`src/rtl/rvv_backend_pkg.sv`:
```
// Shared types for the vector backend retire path: ROB->retire uop record,
// VRF/XRF write records, element-class and write-target encodings, FSM states.
package rvv_backend_pkg;

    localparam int NUM_RT_UOP = 4;
    localparam int VLENB      = 16;
    localparam int VREG_AW    = 5;
    localparam int XLEN       = 32;

    typedef enum logic [1:0] {
        BODY_ACTIVE   = 2'd0,
        BODY_INACTIVE = 2'd1,
        TAIL          = 2'd2,
        NOT_CHANGE    = 2'd3
    } vd_type_e;

    typedef enum logic {
        VRF = 1'b0,
        XRF = 1'b1
    } w_type_e;

    typedef logic [0:0] RT_FSM_t;
    localparam RT_FSM_t IDLE      = 1'b0;
    localparam RT_FSM_t TRAP_WAIT = 1'b1;

    typedef struct packed {
        logic                       w_valid;
        logic [VREG_AW-1:0]         w_index;
        logic [8*VLENB-1:0]         w_data;
        w_type_e                    w_type;
        vd_type_e [VLENB-1:0]       vd_type;
        logic                       trap_flag;
        logic [XLEN-1:0]            vector_csr;
        logic [VLENB-1:0]           vxsaturate;
    } ROB2RT_t;

    typedef struct packed {
        logic [VREG_AW-1:0]         rt_index;
        logic [8*VLENB-1:0]         rt_data;
        logic [VLENB-1:0]           rt_strobe;
    } RT2VRF_t;

    typedef struct packed {
        logic [XLEN-1:0]            rt_data;
        logic [4:0]                 rt_index;
    } RT2XRF_t;

    // Byte write-enables: only body-active elements are updated in the VRF.
    function automatic logic [VLENB-1:0] active_strobe(input vd_type_e [VLENB-1:0] vd);
        logic [VLENB-1:0] s;
        s = '0;
        for (int b = 0; b < VLENB; b++) begin
            s[b] = (vd[b] == BODY_ACTIVE);
        end
        return s;
    endfunction

endpackage

```
`src/rtl/rvv_backend_retire_waw.sv`:
```
// Write-after-write filter across the retire lanes: a byte written by an older
// lane is dropped when a younger lane retiring in the same cycle writes that
// same byte of the same vector register.
module rvv_backend_retire_waw
    import rvv_backend_pkg::*;
(
    input  logic [NUM_RT_UOP-1:0]                 wen,
    input  logic [NUM_RT_UOP-1:0][VREG_AW-1:0]    index,
    input  logic [NUM_RT_UOP-1:0][VLENB-1:0]      strobe,
    output logic [NUM_RT_UOP-1:0][VLENB-1:0]      eff_strobe,
    output logic [NUM_RT_UOP-1:0]                 eff_valid
);

    logic [VLENB-1:0] younger;

    // Mask each lane's strobe by the union of younger same-register strobes.
    always_comb begin
        eff_strobe = '0;
        eff_valid  = '0;
        younger    = '0;
        for (int i = 0; i < NUM_RT_UOP; i++) begin
            younger = '0;
            for (int j = i + 1; j < NUM_RT_UOP; j++) begin
                if (wen[j] && (index[j] == index[i])) begin
                    younger = younger | strobe[j];
                end
            end
            eff_strobe[i] = wen[i] ? (strobe[i] & ~younger) : '0;
            eff_valid[i]  = |eff_strobe[i];
        end
    end

endmodule

```
`src/rtl/rvv_backend_retire.sv`:
```
// Retire unit: accepts in-order uops from the ROB, registers VRF writes, holds
// one scalar result for the scalar core, pulses vxsat, and parks in TRAP_WAIT
// after a trapping uop until the RVS acknowledges.
//
//  state     | meaning
//  ----------+-----------------------------------------------------------
//  IDLE      | retiring normally, ready chain enabled
//  TRAP_WAIT | trapping uop retired, trap_done_valid high, all ready low
module rvv_backend_retire
    import rvv_backend_pkg::*;
(
    input  logic                             clk,
    input  logic                             rst_n,
    input  logic [NUM_RT_UOP-1:0]            rd_valid_rob2rt,
    input  ROB2RT_t [NUM_RT_UOP-1:0]         rd_rob2rt,
    output logic [NUM_RT_UOP-1:0]            rd_ready_rt2rob,
    output logic [NUM_RT_UOP-1:0]            wr_valid_rt2vrf,
    output RT2VRF_t [NUM_RT_UOP-1:0]         wr_rt2vrf,
    output logic                             wr_valid_rt2xrf,
    output RT2XRF_t                          wr_rt2xrf,
    input  logic                             wr_ready_xrf2rt,
    output logic                             vxsat_valid,
    output logic                             trap_done_valid,
    input  logic                             trap_done_ready
);

    RT_FSM_t                            state;
    logic                               run_q;
    logic [NUM_RT_UOP-1:0]              is_trap, is_xrf, is_vrf, stop, ready, accept, vrf_wen;
    logic [NUM_RT_UOP-1:0][VREG_AW-1:0] vrf_index;
    logic [NUM_RT_UOP-1:0][VLENB-1:0]   base_strobe, eff_strobe;
    logic [NUM_RT_UOP-1:0]              eff_valid;
    logic                               xrf_free, xrf_load, trap_accept, vxsat_nxt, later_xrf;
    RT2XRF_t                            xrf_load_data;
    logic                               unused_csr;

    // Per-lane decode; a trapping lane never counts as a VRF or XRF writer.
    always_comb begin
        is_trap     = '0;
        is_xrf      = '0;
        is_vrf      = '0;
        vrf_index   = '0;
        base_strobe = '0;
        unused_csr  = 1'b0;
        for (int i = 0; i < NUM_RT_UOP; i++) begin
            is_trap[i]     = rd_rob2rt[i].trap_flag;
            is_xrf[i]      = rd_rob2rt[i].w_valid & (rd_rob2rt[i].w_type == XRF) & ~rd_rob2rt[i].trap_flag;
            is_vrf[i]      = rd_rob2rt[i].w_valid & (rd_rob2rt[i].w_type == VRF) & ~rd_rob2rt[i].trap_flag;
            vrf_index[i]   = rd_rob2rt[i].w_index;
            base_strobe[i] = active_strobe(rd_rob2rt[i].vd_type);
            unused_csr     = unused_csr ^ (^rd_rob2rt[i].vector_csr);
        end
    end

    // Ready chain: contiguous prefix, cut after a trap or after an XRF lane
    // that has another XRF lane behind it; XRF lanes also need a free slot.
    always_comb begin
        stop      = '0;
        ready     = '0;
        later_xrf = 1'b0;
        xrf_free  = ~wr_valid_rt2xrf | wr_ready_xrf2rt;
        for (int k = NUM_RT_UOP - 1; k >= 0; k--) begin
            stop[k]   = is_trap[k] | (is_xrf[k] & later_xrf);
            later_xrf = later_xrf | is_xrf[k];
        end
        ready[0] = run_q & (state == IDLE) & (~is_xrf[0] | xrf_free);
        for (int i = 1; i < NUM_RT_UOP; i++) begin
            ready[i] = ready[i-1] & ~stop[i-1] & (~is_xrf[i] | xrf_free);
        end
    end

    assign rd_ready_rt2rob = ready;

    // In-order accept and the per-cycle retire side effects.
    always_comb begin
        accept        = '0;
        xrf_load      = 1'b0;
        xrf_load_data = '0;
        trap_accept   = 1'b0;
        vxsat_nxt     = 1'b0;
        accept[0]     = rd_valid_rob2rt[0] & ready[0];
        for (int i = 1; i < NUM_RT_UOP; i++) begin
            accept[i] = accept[i-1] & rd_valid_rob2rt[i] & ready[i];
        end
        for (int i = 0; i < NUM_RT_UOP; i++) begin
            if (accept[i] && is_xrf[i]) begin
                xrf_load      = 1'b1;
                xrf_load_data = {rd_rob2rt[i].w_data[XLEN-1:0], rd_rob2rt[i].w_index};
            end
            trap_accept = trap_accept | (accept[i] & is_trap[i]);
            vxsat_nxt   = vxsat_nxt | (accept[i] & (|rd_rob2rt[i].vxsaturate));
        end
    end

    assign vrf_wen = accept & is_vrf;

    rvv_backend_retire_waw u_waw (
        .wen        (vrf_wen),
        .index      (vrf_index),
        .strobe     (base_strobe),
        .eff_strobe (eff_strobe),
        .eff_valid  (eff_valid)
    );

    // Trap FSM; run_q keeps ready low until the first clock after reset.
    always_ff @(posedge clk or negedge rst_n) begin
        if (!rst_n) begin
            state <= IDLE;
            run_q <= 1'b0;
        end else begin
            run_q <= 1'b1;
            if (state == IDLE) begin
                if (trap_accept) state <= TRAP_WAIT;
            end else if (trap_done_ready) begin
                state <= IDLE;
            end
        end
    end

    assign trap_done_valid = (state == TRAP_WAIT);

    // Registered VRF write stage.
    always_ff @(posedge clk or negedge rst_n) begin
        if (!rst_n) begin
            wr_valid_rt2vrf <= '0;
            wr_rt2vrf       <= '0;
        end else begin
            wr_valid_rt2vrf <= eff_valid;
            for (int i = 0; i < NUM_RT_UOP; i++) begin
                if (eff_valid[i]) begin
                    wr_rt2vrf[i] <= {rd_rob2rt[i].w_index, rd_rob2rt[i].w_data, eff_strobe[i]};
                end
            end
        end
    end

    // One-entry scalar result buffer; a load wins over a same-cycle drain.
    always_ff @(posedge clk or negedge rst_n) begin
        if (!rst_n) begin
            wr_valid_rt2xrf <= 1'b0;
            wr_rt2xrf       <= '0;
        end else if (xrf_load) begin
            wr_valid_rt2xrf <= 1'b1;
            wr_rt2xrf       <= xrf_load_data;
        end else if (wr_ready_xrf2rt) begin
            wr_valid_rt2xrf <= 1'b0;
        end
    end

    // vxsat pulse one cycle after any accepted saturating uop.
    always_ff @(posedge clk or negedge rst_n) begin
        if (!rst_n) vxsat_valid <= 1'b0;
        else        vxsat_valid <= vxsat_nxt;
    end

endmodule

```
`config.mk`:
```
export PLATFORM = sky130hd
export DESIGN_NAME = rvv_backend_retire
export DESIGN_NICKNAME = d
export VERILOG_FILES = /design/src/rtl/rvv_backend_pkg.sv /design/src/rtl/rvv_backend_retire_waw.sv /design/src/rtl/rvv_backend_retire.sv
export SDC_FILE = /design/constraint.sdc
export NUM_CORES = 1
export LEC_CHECK = 0
export ABC_AREA = 1
export CAP_MARGIN = 0
export CELL_PAD_IN_SITES_DETAIL_PLACEMENT = 0
export CELL_PAD_IN_SITES_GLOBAL_PLACEMENT = 2
export CORE_AREA = 2 2 586 588
export DETAILED_ROUTE_END_ITERATION = 6
export DIE_AREA = 0 0 588 590
export PLACE_DENSITY = 0.49
export SYNTH_ARGS = -nofsm -noshare
export SYNTH_HDL_FRONTEND = slang
export SYNTH_SLANG_ARGS = --single-unit
```
`constraint.sdc`:
```
create_clock -name clk -period 2.8 [get_ports clk]
set_clock_uncertainty 0.15 [all_clocks]
set_input_delay 0.42 -clock clk [delete_from_list [all_inputs] [get_ports clk]]
set_output_delay 0.42 -clock clk [all_outputs]
set_load 0.005 [all_outputs]
```
After elaboration in Yosys (flattened, before gate mapping)
Cells that the tools add are included.

storage, ports and cells
  register bits after elaboration = 641
  input port bits = 872
  output and inout port bits = 644
  word-level logic and storage cells = 216

cells by class
  equal/unequal tests = 6
  mux-type cells = 23
  bitwise gates (word level) = 85
  reductions and logical operators = 83

operator list
  kind                 count
  16-bit two-way mux   10
  37-bit two-way mux   4
  2-bit zero test      64
  16-bit OR reduction  8
  16-bit bitwise AND   3
  16-bit inverter      3
  16-bit OR            3
  1-bit bitwise AND    42
  5-bit == test        6
  1-bit inverter       17
  1-bit OR             16
  1-bit logical AND    10
  1-bit two-way mux    9
  4-bit bitwise AND    1
  2-bit nonzero test   1

Depth between registers and ports, before layout
  depth after elaboration = 25
  gate-level depth with buffers = 22

Modules after synthesis
From an unflattened synthesis, not the netlist that was laid out.

second synthesis, totals
  cells, all modules = 2339
  area, all modules = 27903.0 µm²

by module, submodules not included
  module                  times used  cells an instance  area each (µm²)  seq. area each (µm²)
  rvv_backend_retire      1           1834               25598.3          16040.4
  rvv_backend_retire_waw  1           505                2304.7           0.0

Worst setup path after synthesis
Ideal clock, no wire load.

  path kind = input to register
  start point = input rd_rob2rt[860] (netlist name)
  end point = register wr_rt2vrf[202] (netlist name)
  setup time = 65 ps
  arrival time = 2679 ps
  setup slack = -94 ps
  stages = 15
  buffers on the path = 5
  cells stage by stage = clkbuf_1 > xor2_1 > nor4_2 > clkbuf_1 > nand3_1 > nand2_1 > nand2_1 > nor2_2 > nand2_2 > buf_4 > nor2_4 > buf_6 > buf_6 > nand2_1 > nand2_1

between the ends
  longest elaborated chain between the ends = 7

ends and longest elaborated chain
  what                           line                          text
  start, declared                rvv_backend_retire.sv:15      input ROB2RT_t [NUM_RT_UOP-1:0] rd_rob2rt,
  5-bit == test                  rvv_backend_retire_waw.sv:24  if (wen[j] && (index[j] == index[i])) begin
  1-bit logical AND              rvv_backend_retire_waw.sv:24
  16-bit two-way mux             rvv_backend_retire_waw.sv:24
  16-bit inverter                rvv_backend_retire_waw.sv:28  eff_strobe[i] = wen[i] ? (strobe[i] & ~younger) : '0;
  16-bit bitwise AND             rvv_backend_retire_waw.sv:28
  16-bit two-way mux             rvv_backend_retire_waw.sv:28
  16-bit OR reduction            rvv_backend_retire_waw.sv:29  eff_valid[i] = |eff_strobe[i];
  end signal, assigned by index  rvv_backend_retire.sv:131     wr_rt2vrf[i] <= {rd_rob2rt[i].w_index, rd_rob2rt[i].w_data, eff_strobe[i]};
  end, declared                  rvv_backend_retire.sv:18      output RT2VRF_t [NUM_RT_UOP-1:0] wr_rt2vrf,

No other way between the ends.
A chain may end at the register's enable or synchronous reset.

Worst setup path in the final report
  start point = register wr_valid_rt2xrf
  end point = register wr_rt2vrf[222] (netlist name)

between the ends
  longest elaborated chain between the ends = 18

ends and longest elaborated chain
  what                                                            line                                                        text
  start, declared                                                 rvv_backend_retire.sv:19                                    output logic wr_valid_rt2xrf,
  start signal, assigned                                          rvv_backend_retire.sv:140                                   wr_valid_rt2xrf <= 1'b0;
  start signal, assigned                                          rvv_backend_retire.sv:143                                   wr_valid_rt2xrf <= 1'b1;
  start signal, assigned                                          rvv_backend_retire.sv:146                                   wr_valid_rt2xrf <= 1'b0;
  1-bit inverter (*)                                              rvv_backend_retire.sv:61                                    xrf_free = ~wr_valid_rt2xrf | wr_ready_xrf2rt;
  1-bit OR (*)                                                    rvv_backend_retire.sv:61
  1-bit OR                                                        rvv_backend_retire.sv:66                                    ready[0] = run_q & (state == IDLE) & (~is_xrf[0] | xrf_free);
  1-bit bitwise AND                                               rvv_backend_retire.sv:66
  1-bit bitwise AND (on tied branches)                            rvv_backend_retire.sv:81, rvv_backend_retire.sv:68
  1-bit bitwise AND (on tied branches) (4 in a row)               rvv_backend_retire.sv:83, rvv_backend_retire.sv:68
  4-bit bitwise AND (*)                                           rvv_backend_retire.sv:95                                    assign vrf_wen = accept & is_vrf;
  1-bit logical AND / 1-bit bitwise AND (equally long branches)   rvv_backend_retire_waw.sv:24, rvv_backend_retire.sv:83
  16-bit two-way mux / 4-bit bitwise AND (equally long branches)  rvv_backend_retire_waw.sv:24, rvv_backend_retire.sv:95
  16-bit OR / 1-bit logical AND (equally long branches)           rvv_backend_retire_waw.sv:25, rvv_backend_retire_waw.sv:24
  16-bit two-way mux                                              rvv_backend_retire_waw.sv:24
  16-bit inverter                                                 rvv_backend_retire_waw.sv:28
  16-bit bitwise AND                                              rvv_backend_retire_waw.sv:28
  16-bit two-way mux (*)                                          rvv_backend_retire_waw.sv:28
  16-bit OR reduction (*)                                         rvv_backend_retire_waw.sv:29

Mark *: on every way between the ends. The rest lies on a longest branch, timed or not.

==> impl_metrics.json <==
{
  "outcome": "finished, violations left",
  "violations": "negative setup slack",
  "detail-route-antenna-nets": 0,
  "num_rows": 215,
  "root_buffer": "clkbuf_16",
  "clk-insertion-delay-late_ps": 790,
  "viasPerCell": 3.31,
  "fin_crit_sh_pct": 120,
  "syn-num-nets": 4281,
  "start_util_pct": 8.25,
  "vias": 33971,
  "crit_arrival_ps": 3950,
  "crit_path_end_kind": "register",
  "synth_compound_area_share_pct": 11.5,
  "drcViolationCount": 0,
  "grt_pass1_vias": 35899,
  "ys_seq_elements": 641,
  "hold_slack_ps": 71.3,
  "antenna_found_initial": 143,
  "io_pins": 1516,
  "setup_ws_ps": -562,
  "crit_required_ps": 3390,
  "vdd_drop_max_mv": 0.530,
  "p_total_uw": 35900,
  "areaGrowthSynthToFinish_pct": 117,
  "holdCritPathClass": "in -> reg",
  "synth_flop_cell": "dfrtp_1",
  "wl_um": 297000,
  "drive_gt1_share_pct": 17.8,
  "final_nets": 6451,
  "clock-sinks": 641,
  "place_congestion": 0.858,
  "setup_viol": 608,
  "drtPass1Iterations": 5,
  "synth_cell_type_count": 41,
  "cts_buffer_depth": 4,
  "worst_pin_slew_ps": 1060,
  "drv_slew": 0,
  "synthAdderAreaFrac_pct": 0,
  "synth_edf_count": 0,
  "synth_mux_area_share_pct": 0,
  "grt_use_total_pct": 16.4,
  "max_freq_ghz": 0.297,
  "dpl.hpwl_um": 243000,
  "cts_buffers": 103,
  "leakagePower_uw": 0.0271,
  "rsz0062_at_grt": "yes",
  "die_w_um": 588,
  "synth_xor_area_share_pct": 0.560,
  "syn_avg_cell_area_sq_um": 8.26,
  "crit_type": "reg -> reg",
  "synthesis.area_sq_um": 28100,
  "crit_path_start_kind": "register",
  "async_flop_share_pct": 100,
  "port_buffers": 1387,
  "die_area_sq_um": 347000,
  "cts_tree": "yes",
  "utilization_pct": 17.9,
  "synthCells": 3409,
  "drt-initial-drc-count": 1818,
  "wl_per_cell_um": 29.0,
  "layout_min_cycle_time_ps": 3360,
  "yosys.area_share.simple_pct": 24.4,
  "grt_pass1_wl_um": 376000,
  "pre_cts_slack_ps": -1480,
  "synth_top_family_by_area": "simple AND/OR/NAND/NOR gates",
  "synth.yosys.seq_area_share_pct": 57.0,
  "crit_fanout": 7,
  "max-cap-violations": 0,
  "powerDensity_nw_per_um2": 586,
  "h-tree-depth": 3,
  "yosys_warnings": 0,
  "clk_pin_slew_ps": 60,
  "die_y_um": 590,
  "grt_max_degree": 72,
  "final-hold-violation-count": 0,
  "core-area_sq_um": 341000,
  "overflow": 0,
  "relSlewSlack_pct": 29.0
}
-- registers in the layout (all words and copies together), names as in the netlist --
| register | count |
|---|---|
| wr_valid_rt2xrf | 1 |
| vxsat_valid | 1 |
| wr_rt2xrf | 37 |
| run_q | 1 |
| trap_done_valid | 1 |
| wr_valid_rt2vrf | 4 |
| wr_rt2vrf | 596 |
-- final cells by class --
| class | instances | area, sq um |
|---|---|---|
| Multi-Input combinational cell | 2347 | 11200 |
| Timing Repair Buffer | 2274 | 23900 |
| Clock inverter | 39 | 520 |
| Inverter | 212 | 816 |
| Sequential cell | 641 | 16000 |
| Antenna cell | 43 | 108 |
| Tap cell | 4557 | 5700 |
| Fill cell | 38444 | 280000 |
| Clock buffer | 143 | 2940 |
-- kinds of logic (layout without fill, tap and decap cells) --
group                     count (synthesis)  after routing
AOI/OAI and AO/OA                       628            628
and+or+nand+nor                        1700           1700
buffers and inverters                   421           2668
DFF                                     641            641
xor gates and xnor gates                 18             18
other                                     1             44
-- synthesized netlist by cell type (all sizes together) (2+ instances only) --
cell | count | share of area (%)
nand3 | 114 | 2.0
a21boi | 14 | 0.37
xnor2 | 5 | 0.16
nor2 | 156 | 2.2
inv | 209 | 2.8
nor4 | 18 | 0.47
nor3b | 4 | 0.11
or2 | 7 | 0.16
xor2 | 13 | 0.40
clkbuf | 124 | 1.7
o41ai | 4 | 0.12
nor3 | 23 | 0.45
nand4 | 56 | 1.3
dfrtp | 641 | 57
clkinv | 3 | 0.040
a21oi | 30 | 0.53
a221oi | 5 | 0.16
o211ai | 2 | 0.053
o22ai | 2 | 0.044
buf | 85 | 2.0
nand2 | 1320 | 18
o21ai | 563 | 10
a22oi | 4 | 0.11
-- power breakdown --
group,internal (uW),leakage (uW),switching [uW]
Combinational,5000,0.0176,5230
Sequential,10900,0.00783,1120
Clock,8210,0.00170,5470
-- path summary, 6_finish.rpt --
check                                 from             end  slack (ps)  cells after the start
max                        wr_valid_rt2xrf  wr_rt2vrf[222]        -560                     23
min                         rd_rob2rt[796]  wr_rt2vrf[529]          70                      3
max reg2reg                wr_valid_rt2xrf  wr_rt2vrf[222]        -560                     23
min reg2reg                 wr_rt2vrf[310]  wr_rt2vrf[310]         320                      2
max in group asynchronous            rst_n  wr_rt2vrf[560]         930                      3
min in group asynchronous            rst_n   wr_rt2vrf[68]         280                      3
-- metrics by stage --
stage,setup TNS (ps),std cells,cell area (sq um)
after floorplan,-1100,3409,28200
after global placement,-695220,9578,51300
after detailed placement,-692130,9578,51300
after CTS,-315880,10172,59700
after global routing,-385020,10229,61100
final,-269740,10256,61200
-- worst max-delay path, stage by stage, from the launching register on --
cell,delay [ps]
dfrtp_1,390
inv_2,80
nor2_4,40
nand2_2,90
buf_6,100
nand4_4,80
nor2_4,190
nand2_4,90
nor3_4,210
buf_12,160
buf_12,140
buf_6,130
nand3_1,100
nand2_2,160
nand2_2,70
nor2_4,140
nand2_8,100
nor2_4,140
buf_12,150
buf_16,150
buf_12,130
clkbuf_16,140
nand2_1,50
nand2_1,50
-- layout by cell type, fill, tap and decap left out, types with 16 or more instances in the layout --
cell type and count:
o21ai_1 114, o21ai_0 397, clkinv_2 17, diode_2 43, dlygate4sd3_1 297, nand4_1 54
buf_4 405, nor3_1 16, nand2_1 1207, clkbuf_16 126, clkbuf_1 19, o21ai_2 50
clkdlybuf4s50_1 1372, clkbuf_8 21, buf_12 107, dfrtp_1 641, nand2_2 85, buf_16 33
nand3_1 101, nand2_4 24, nor2_1 127, buf_6 21, a21oi_1 30, inv_1 201
-- repair_timing --
item,4_1_cts,5_1_grt
pin swaps,35,44
setup buffers,95,27
hold endpoints to repair,751,0
gates resized for setup,238,231
hold buffers,297,0
cloned,22,26
endpoints found under the setup margin,646,651
-- per-layer routing --
| metal | global-route usage, % | wire, um | vias up |
|---|---|---|---|
| met5 | 0 | 423 | - |
| met4 | 2.43 | 4810 | 66 |
| met3 | 7.09 | 29200 | 374 |
| met2 | 29.9 | 151000 | 1445 |
| met1 | 17.7 | 112000 | 16642 |
| li1 | - | - | 15444 |
(Power assumes the default switching activity.)
